<file path="config.mk">
export PLATFORM = sky130hd
export DESIGN_NAME = seg7_scan_ctrl_flat
export DESIGN_NICKNAME = d
export VERILOG_FILES = /design/src/rtl/seg7_scan_if.sv /design/src/rtl/seg7_scan_ctrl.sv /design/src/flat_wrapper.sv
export SDC_FILE = /design/constraint.sdc
export NUM_CORES = 1
export LEC_CHECK = 0
export ABC_AREA = 1
export ABC_CLOCK_PERIOD_IN_PS = 2000
export BUFFER_PORTS_ARGS = -buffer_cell sky130_fd_sc_hd__buf_4
export CAP_MARGIN = 10
export CORE_MARGIN = 2
export CORE_UTILIZATION = 58
export DETAILED_ROUTE_END_ITERATION = 10
export PLACE_DENSITY = 0.8
export SETUP_SLACK_MARGIN = 0.5
export SKIP_LAST_GASP = 1
export SLEW_MARGIN = 10
export SYNTH_ARGS = -nofsm -noshare
export SYNTH_HDL_FRONTEND = slang
export SYNTH_SLANG_ARGS = --single-unit
</file>
<file path="constraint.sdc">
create_clock -name clk -period 2 [get_ports clk]
set_input_delay 0.4 -clock clk [delete_from_list [all_inputs] [get_ports clk]]
set_output_delay 0.4 -clock clk [all_outputs]
set_load 0.1 [all_outputs]
</file>
<file path="src/rtl/seg7_scan_if.sv">
// Signal bundle between the seven-segment scan controller and its host side
// (enables, nibble mux return path, display drive outputs).
interface seg7_scan_if;
    logic       en;
    logic       lz_blank;
    logic [3:0] nibble_in;
    logic [7:0] dp_in;
    logic [2:0] sel;
    logic [7:0] an;
    logic [6:0] seg;
    logic       dp;
    logic       frame_done;

    modport master (
        output en, lz_blank, nibble_in, dp_in,
        input  sel, an, seg, dp, frame_done
    );

    modport slave (
        input  en, lz_blank, nibble_in, dp_in,
        output sel, an, seg, dp, frame_done
    );
endinterface

</file>
<file path="src/rtl/seg7_scan_ctrl.sv">
// Time-multiplexed seven-segment scan controller: MSD-first digit scan with
// inter-digit blanking, leading-zero suppression, decimal points and frame strobe.
//
// state | meaning
// IDLE  | scan disabled, display dark, sel parked on the top digit
// BLANK | display dark while the nibble mux settles on the new sel
// SHOW  | captured digit driven for DIGIT_TICKS cycles
module seg7_scan_ctrl #(
    parameter int NUM_DIGITS  = 4,
    parameter int DIGIT_TICKS = 100000,
    parameter int BLANK_TICKS = 1000
) (
    input  logic       clk,
    input  logic       rst_n,
    seg7_scan_if.slave bus
);
    localparam int MAX_TICKS = (DIGIT_TICKS > BLANK_TICKS) ? DIGIT_TICKS : BLANK_TICKS;
    localparam int TW        = (MAX_TICKS > 1) ? $clog2(MAX_TICKS) : 1;

    localparam logic [TW-1:0] SHOW_LOAD  = TW'(DIGIT_TICKS - 1);
    localparam logic [TW-1:0] BLANK_LOAD = TW'(BLANK_TICKS - 1);
    localparam logic [2:0]    TOP_SEL    = 3'(NUM_DIGITS - 1);
    localparam logic [7:0]    AN_OFF     = 8'hFF;
    localparam logic [6:0]    SEG_OFF    = 7'h7F;

    typedef enum logic [1:0] {IDLE, BLANK, SHOW} state_t;

    state_t        state, state_nxt;
    logic [TW-1:0] timer, timer_nxt;
    logic [2:0]    sel_q, sel_nxt;
    logic [7:0]    an_q, an_nxt;
    logic [6:0]    seg_q, seg_nxt;
    logic          dp_q, dp_nxt;
    logic          fd_q, fd_nxt;
    logic          zrun, zrun_nxt;
    logic          dp_req;
    logic          blanked;

    function automatic logic [6:0] decode(input logic [3:0] n);
        logic [6:0] s;
        case (n)
            4'h0: s = 7'h40;
            4'h1: s = 7'h79;
            4'h2: s = 7'h24;
            4'h3: s = 7'h30;
            4'h4: s = 7'h19;
            4'h5: s = 7'h12;
            4'h6: s = 7'h02;
            4'h7: s = 7'h78;
            4'h8: s = 7'h00;
            4'h9: s = 7'h10;
            4'hA: s = 7'h08;
            4'hB: s = 7'h03;
            4'hC: s = 7'h46;
            4'hD: s = 7'h21;
            4'hE: s = 7'h06;
            default: s = 7'h0E;
        endcase
        return s;
    endfunction

    always_comb begin
        state_nxt = state;
        timer_nxt = timer;
        sel_nxt   = sel_q;
        an_nxt    = an_q;
        seg_nxt   = seg_q;
        dp_nxt    = dp_q;
        zrun_nxt  = zrun;
        dp_req    = bus.dp_in[sel_q];
        blanked   = bus.lz_blank && zrun && (bus.nibble_in == 4'h0) && !dp_req
                    && (sel_q != 3'd0);

        if (!bus.en) begin
            state_nxt = IDLE;
            timer_nxt = '0;
            sel_nxt   = TOP_SEL;
            an_nxt    = AN_OFF;
            seg_nxt   = SEG_OFF;
            dp_nxt    = 1'b1;
            zrun_nxt  = 1'b1;
        end else begin
            unique case (state)
                IDLE: begin
                    state_nxt = BLANK;
                    timer_nxt = BLANK_LOAD;
                end
                BLANK: begin
                    if (timer == '0) begin
                        state_nxt = SHOW;
                        timer_nxt = SHOW_LOAD;
                        // A blanked digit simply leaves the dark BLANK drive in place.
                        if (!blanked) begin
                            an_nxt   = ~(8'd1 << sel_q);
                            seg_nxt  = decode(bus.nibble_in);
                            dp_nxt   = ~dp_req;
                            zrun_nxt = 1'b0;
                        end
                    end else begin
                        timer_nxt = timer - 1'b1;
                    end
                end
                SHOW: begin
                    if (timer == '0) begin
                        state_nxt = BLANK;
                        timer_nxt = BLANK_LOAD;
                        an_nxt    = AN_OFF;
                        seg_nxt   = SEG_OFF;
                        dp_nxt    = 1'b1;
                        if (sel_q == 3'd0) begin
                            sel_nxt  = TOP_SEL;
                            zrun_nxt = 1'b1;
                        end else begin
                            sel_nxt = sel_q - 3'd1;
                        end
                    end else begin
                        timer_nxt = timer - 1'b1;
                    end
                end
                default: state_nxt = IDLE;
            endcase
        end

        // Registered strobe lands on the final SHOW cycle of digit 0.
        fd_nxt = (state_nxt == SHOW) && (sel_nxt == 3'd0) && (timer_nxt == '0);
    end

    always_ff @(posedge clk or negedge rst_n) begin
        if (!rst_n) begin
            state <= IDLE;
            timer <= '0;
            sel_q <= TOP_SEL;
            an_q  <= AN_OFF;
            seg_q <= SEG_OFF;
            dp_q  <= 1'b1;
            fd_q  <= 1'b0;
            zrun  <= 1'b1;
        end else begin
            state <= state_nxt;
            timer <= timer_nxt;
            sel_q <= sel_nxt;
            an_q  <= an_nxt;
            seg_q <= seg_nxt;
            dp_q  <= dp_nxt;
            fd_q  <= fd_nxt;
            zrun  <= zrun_nxt;
        end
    end

    assign bus.sel        = sel_q;
    assign bus.an         = an_q;
    assign bus.seg        = seg_q;
    assign bus.dp         = dp_q;
    assign bus.frame_done = fd_q;
endmodule

</file>
<file path="src/flat_wrapper.sv">
// flat-port wrapper written by rule: the top's interface ports become plain ports
module seg7_scan_ctrl_flat 
#(
    parameter int NUM_DIGITS  = 4,
    parameter int DIGIT_TICKS = 100000,
    parameter int BLANK_TICKS = 1000
)
  (clk, rst_n, bus_en, bus_lz_blank, bus_nibble_in, bus_dp_in, bus_sel, bus_an, bus_seg, bus_dp, bus_frame_done);
  seg7_scan_if bus_i ();
  input  logic clk;
  input  logic rst_n;
  input wire logic [$bits(bus_i.en)-1:0] bus_en;
  input wire logic [$bits(bus_i.lz_blank)-1:0] bus_lz_blank;
  input wire logic [$bits(bus_i.nibble_in)-1:0] bus_nibble_in;
  input wire logic [$bits(bus_i.dp_in)-1:0] bus_dp_in;
  output wire logic [$bits(bus_i.sel)-1:0] bus_sel;
  output wire logic [$bits(bus_i.an)-1:0] bus_an;
  output wire logic [$bits(bus_i.seg)-1:0] bus_seg;
  output wire logic [$bits(bus_i.dp)-1:0] bus_dp;
  output wire logic [$bits(bus_i.frame_done)-1:0] bus_frame_done;
  assign bus_i.en = bus_en;
  assign bus_i.lz_blank = bus_lz_blank;
  assign bus_i.nibble_in = bus_nibble_in;
  assign bus_i.dp_in = bus_dp_in;
  assign bus_sel = bus_i.sel;
  assign bus_an = bus_i.an;
  assign bus_seg = bus_i.seg;
  assign bus_dp = bus_i.dp;
  assign bus_frame_done = bus_i.frame_done;
  seg7_scan_ctrl #(.NUM_DIGITS(NUM_DIGITS), .DIGIT_TICKS(DIGIT_TICKS), .BLANK_TICKS(BLANK_TICKS)) u_core (.clk(clk), .rst_n(rst_n), .bus(bus_i));
endmodule
</file>
======== After elaboration in Yosys (flattened, before gate mapping) ========
Memories as Yosys holds them, arrays and structs flattened.
Cells that the tools add are included.
operators by class
  $add $sub $neg .......................... 2
  $mul .................................... 0
  div/mod/pow operators ................... 0
  magnitude comparators ................... 1
  eq/ne operators ......................... 8
  shifts and indexed selects .............. 1
  multiplexer cells ....................... 35
  bitwise logic cells ..................... 2
  reductions and logical operators ........ 16
operators with widths
  kind                     count
  $mux W17                 3
  $pmux W17 S3             1
  $logic_not A17 Y1        2
  $mux W8                  4
  $mux W7                  4
  $sub A17 B1 Y17 const B  1
  $pmux W8 S2              1
  $pmux W7 S2              1
  $mux W3                  4
  $mux W1                  10
  $ne A3 B2 Y1 const B     3
  $not A8 Y8               1
  $shl A1 B3 Y8 const A    1
  $logic_and A1 B1 Y1      6
  $logic_not A3 Y1         2
  $mux W2                  3
  $pmux W2 S3              1
  $reduce_and A5 Y1        1
  $eq A2 B2 Y1 const B     2
  $logic_not A4 Y1         1
  $lt A3 B4 Y1 const B     1
  $pmux W1 S2              2
  $reduce_and A4 Y1        1
  $bmux W1 S3              1
  other kinds (8)          8
word-level totals
  flip-flop bits (word level) ............. 40
  latch bits .............................. 0
  RAM bits ................................ 0
  bits in read-only memories .............. 112
  bits of input ports ..................... 16
  output and inout port bits .............. 20
  word-level logic and storage cells ...... 74
  memories kept ........................... 1
memories
  memory           depth  width  read ports  clocked after Yosys merged registers in  write ports  RTL line              text
  (no name shown)  16     7      1           0                                        0            seg7_scan_ctrl.sv:41  case (n)

======== Logic depth before layout (Yosys ltp) ========
  depth in word-level cells ............... 9
  gate-level depth with buffers ........... 16
  depth with buffers taken out ............ 16

======== Worst setup path before layout ========
Ideal clock, no wire load.
  kind .................................... reg2reg
  start point ............................. register u_core.sel_q[0] (netlist: u_core.bus.sel[0])
  end point ............................... register u_core.seg_q[1] (netlist: u_core.bus.seg[1])
  library setup time ...................... 78 ps
  arrival time ............................ 2,177 ps
  slack ................................... -254 ps
  cell stages (with the launch flop) ...... 11
  clock period less this slack ............ 2,254 ps
  path through ............................ dfstp_2 inv_2 ha_1 inv_1 nor2_1 nor3_1 nand3_1 nand2_2 nand3_4 buf_6 o21a_1
on the way
  word-level cells in the longest chain between the ends .. 7
  elaborated cells between the ends (all ways) .. 8
  classes of those cells .................. eq/ne: 1; mux: 2; reduce/logical: 5
ends and longest elaborated chain
  item                                    RTL line               text
  start: declaration                      seg7_scan_ctrl.sv:30   logic [2:0] sel_q, sel_nxt;
  start signal: assignment                seg7_scan_ctrl.sv:141  sel_q <= sel_nxt;
  $bmux W1 S3                             seg7_scan_ctrl.sv:70   dp_req = bus.dp_in[sel_q];
  $mux W1 (not written as such)           seg7_scan_ctrl.sv:70
  $logic_not A1 Y1                        seg7_scan_ctrl.sv:71   blanked = bus.lz_blank && zrun && (bus.nibble_in == 4'h0) && !dp_req
  $logic_and A1 B1 Y1                     seg7_scan_ctrl.sv:71
  $logic_and A1 B1 Y1 (*)                 seg7_scan_ctrl.sv:72   && (sel_q != 3'd0);
  $ne A3 B3 Y1 (no source line) (*)       -
  $reduce_and A4 Y1 (no source line) (*)  -
  end signal: assignment                  seg7_scan_ctrl.sv:143  seg_q <= seg_nxt;
  end: declaration                        seg7_scan_ctrl.sv:32   logic [6:0] seg_q, seg_nxt;
Every way passes the cells marked *; elsewhere a longest branch is shown, timed or not. The select of a mux whose other input is x is not followed.
A chain may end at the register's enable or synchronous reset.

======== Worst setup path in the final report ========
  start point ............................. register u_core.timer[1]
  end point ............................... register u_core.an_q[4] (netlist: u_core.bus.an[4])
on the way
  word-level cells in the longest chain between the ends .. 3
  elaborated cells between the ends (all ways) .. 4
  classes of those cells .................. eq/ne: 2; reduce/logical: 2
ends and longest elaborated chain
  item                                    RTL line                                     text
  start: declaration                      seg7_scan_ctrl.sv:29                         logic [TW-1:0] timer, timer_nxt;
  start signal: assignment                seg7_scan_ctrl.sv:140                        timer <= timer_nxt;
  $logic_not A17 Y1 (*)                   seg7_scan_ctrl.sv:89, seg7_scan_ctrl.sv:104
  $ne A3 B2 Y1 (no source line)           -
  $reduce_and A4 Y1 (no source line) (*)  -
  end signal: assignment                  seg7_scan_ctrl.sv:142                        an_q <= an_nxt;
  end: declaration                        seg7_scan_ctrl.sv:31                         logic [7:0] an_q, an_nxt;
Every way passes the cells marked *; elsewhere a longest branch is shown, timed or not.

==> summary.md <==
| Metric | Value |
|---|---|
| Status | finished, final reports clean |
| Synth cell types | 37 |
| Filler instances | 294 |
| Post-route design area | 3781 sq um |
| Final Hold Viols | 0 |
| Layout Area Growth over Synthesis | 35.94% |
| Layout cell share with drive strength beyond 1 | between 30% and 40% |
| Crit Path Max Fanout | 7 |
| Setup_tns | 0 ns |
| Fin crit share | 95.22% |
| Die Wd | 73.25 um |
| FF+latch count, synth | 40 |
| Power Total | 0.002308 W |
| Clk sinks | 40 |
| DPL Wire Length | 4769 um |
| Setup crit start kind | flop |
| HP Class | input port to async pin |
| Gpl congestion | about 0.91 |
| Worst EP required | 2.23 ns |
| Root buffer cell | clkbuf_8 |
| Max_cap viols | 0 |
| DR vias/cell | 5.728 |
| Vias in the first global route | 2617 |
| Minimum clock period | 1.904 ns |
| H-tree depth | 2 |
| Top-area cell type share of the netlist area | 18.89% |
| Initial Utilization | between 50% and 60% |
| Average size of a mapped cell | approximately 7.1 sq um |
| Slew @ Worst Pin | around 0.54 ns |
| Antenna violation net count after detailed routing | 0 |
| Post-DR wirelength/cell | 16.13 um |
| Syn. warnings | 0 |
| Dominant cells by area after synthesis | dfrtp_1 (19%), dfstp_2 (18%), nand2_1 (11%) |
| Worst r2r src | u_core.timer[1] |
| Power Dens Cells | roughly 610 nW/um^2 |
| Reg-to-Reg End | u_core.bus.an[4] |
| Cell taking the most area after synthesis | dfrtp_1 |
| DRT iter0 DRCs | 316 |
| Seq/Total Area, Yosys | 36.84% |
| Final Routed Wirelength | around 8100 um |
| DR pass1 iterations | 4 |
| Row cnt | 25 |
| # IOs | 36 |
| Final std cells w/o fill | 503 |
| Die Span Y | 73.25 um |
| N_diodes | 0 |
| CTS tree | done |
| Peak supply drop | approximately 0.00037 V |
| WS Path Type | flop to flop |
| Largest net degree at the start of global routing | 41 |
| Multi-input gate area | 1735 sq um |
| Post-synthesis cell count | 391 |
| Leakage power | 1.929 nW |
| CTS buffer count | 5 |
| Clock Skew | 0.01143 ns |
| Area after DPL | 3110 sq um |
| DRC viols | 0 |
| Crit. End Element | flop |
| GRT Residual Overflow | 0 |
| Via count | 2881 |
| Seq. cell area | 1033 sq um |
| Die area | 5366 sq um |
| Max Freq | 525.1 MHz |
| Worst skew pair latency | 0.31 ns |
| CTS Buffer Depth | 2 |
| Max-slew violation count | 0 |
| Slew margin rel. | a little under two thirds |
| Final setup viols | 0 |
| Total Routing Usage GR | 29.60% |
| Reg2Reg Setup Slack | approximately 0.096 ns |
| Clk slew on worst S/H paths | 0.09 ns |
| CP arrival | 2.14 ns |
| Placeable Area | 4661 sq um |
| Post-cts hold buffer count | 0 |
| First-pass GRT wire length | 12230 um |
| Worst Hold Slack | 0.05929 ns |
| Worst reg2reg path depth | 14 |
| Port Buffers | 35 |
| NumNets Final | about 480 |
| Mapped Area | 2781 sq um |
| Cells after DPL | 472 |
| Post-synthesis net count | 420 |
| Initial antenna violation count | 0 |
| RSZ-0062 raised after global routing | true |
power breakdown:
group / internal, W / switching [W]
Sequential: 0.000865 / 0.0000634
Clock: 0.000358 / 0.000317
Combinational: 0.000243 / 0.000461
Total: 0.00147 / 0.000842
kinds of logic (layout without fill, tap and decap cells):
| family | after synthesis | count (layout) | synth area share, % |
|---|---|---|---|
| flops | 40 | 40 | 36.84 |
| xor+xnor | 3 | 3 | 0.9448 |
| simple gates | 216 | 219 | 35.49 |
| buf+inv | 69 | 124 | 10.21 |
| compound gates | 50 | 50 | 10.66 |
| fa+ha+maj | 13 | 13 | 5.848 |
flip-flops by register name, summed over array words and instances, names as in the netlist:
name	count
u_core.bus.frame_done	1
u_core.bus.an	8
u_core.zrun	1
u_core.bus.sel	3
u_core.timer	17
u_core.state	2
u_core.bus.seg	7
u_core.bus.dp	1
placed cells by master, fill, tap and decap left out, drive strengths merged, types with 4 or more instances in the layout:
| cell type | netlist | routed |
|---|---|---|
| a21oi | 28 | 28 |
| buf | 6 | 57 |
| clkbuf | 4 | 7 |
| dfrtp | 21 | 21 |
| dfstp | 19 | 19 |
| ha | 13 | 13 |
| inv | 57 | 57 |
| nand2 | 89 | 89 |
| nand3 | 28 | 31 |
| nand4 | 8 | 8 |
| nor2 | 79 | 79 |
| nor3 | 6 | 6 |
| o211ai | 4 | 4 |
| o21ai | 11 | 11 |
how the worst max path moves through the flow:
stage / to / cells after the start / startpoint / slack (ns)
2_1_floorplan: u_core.bus.seg[1] / 10 / u_core.bus.sel[0] / -0.01
3_3_place_gp: u_core.bus.seg[4] / 9 / u_core.bus.sel[0] / 0.03
3_5_place_dp: u_core.bus.seg[1] / 9 / u_core.bus.sel[0] / -0.03
4_1_cts: u_core.bus.frame_done / 16 / u_core.timer[1] / 0.14
5_1_grt: u_core.bus.an[4] / 14 / u_core.timer[1] / -0.06
6_report: u_core.bus.an[4] / 14 / u_core.timer[1] / 0.1
synthesized netlist by cell type, drive strengths merged:
library cell  instances
nand2                89
nor2                 79
inv                  57
a21oi                28
nand3                28
dfrtp                21
dfstp                19
ha                   13
o21ai                11
nand4                 8
buf                   6
nor3                  6
clkbuf                4
o211ai                4
nand3b                3
o21a                  3
clkinv                2
xor2                  2
a21o                  1
a221oi                1
a31oi                 1
and2                  1
and3                  1
nor4                  1
o21bai                1
xnor2                 1
stage by stage:
| stage | worst slack (ns) | utilization, % |
|---|---|---|
| finish | 0.09560 | 81.13 |
| global placement | 0.02914 | 66.74 |
| detailed placement | -0.03215 | 66.74 |
| CTS | 0.1401 | 76.78 |
| floorplan | -0.01307 | - |
| global route | -0.05839 | 81.13 |
critical path, stage by stage, from the launching register on:
cell     delay [ns]
dfrtp_1        0.40
inv_2          0.09
ha_4           0.13
inv_2          0.02
nor2_1         0.07
nand2_1        0.09
nor2_4         0.11
nand2_4        0.11
inv_6          0.11
nand2_4        0.08
nor2_4         0.12
nand2_4        0.13
nand3_4        0.15
nor2_1         0.06
a21oi_1        0.16
routing by layer:
layer | part of all wire (%) | track usage [%] | routed length (um)
met5 | 0 | 0 | 0
met4 | 1.8 | 10.08 | 148
met3 | 8.2 | 6.584 | 666
met2 | 50 | 46.45 | 4068
met1 | 40 | 40.42 | 3231
area by class of cell:
| type | instances | share of cell area, % |
|---|---|---|
| clock buffer | 7 | 2.846 |
| multi-input combinational | 285 | 45.90 |
| tap | 54 | 1.787 |
| timing repair buffer | 57 | 15.65 |
| inverter | 59 | 6.254 |
| clock inverter | 1 | 0.2316 |
| sequential | 40 | 27.33 |
repair_timing:
| item | in CTS | in global routing |
|---|---|---|
| setup endpoints to repair | 55 | 49 |
| gates resized for setup | 54 | 42 |
| buffers inserted | 14 | 6 |
| cloned | 3 | 0 |
| pin swaps | 9 | 8 |
Note: power is estimated with default switching activity, not from simulation.
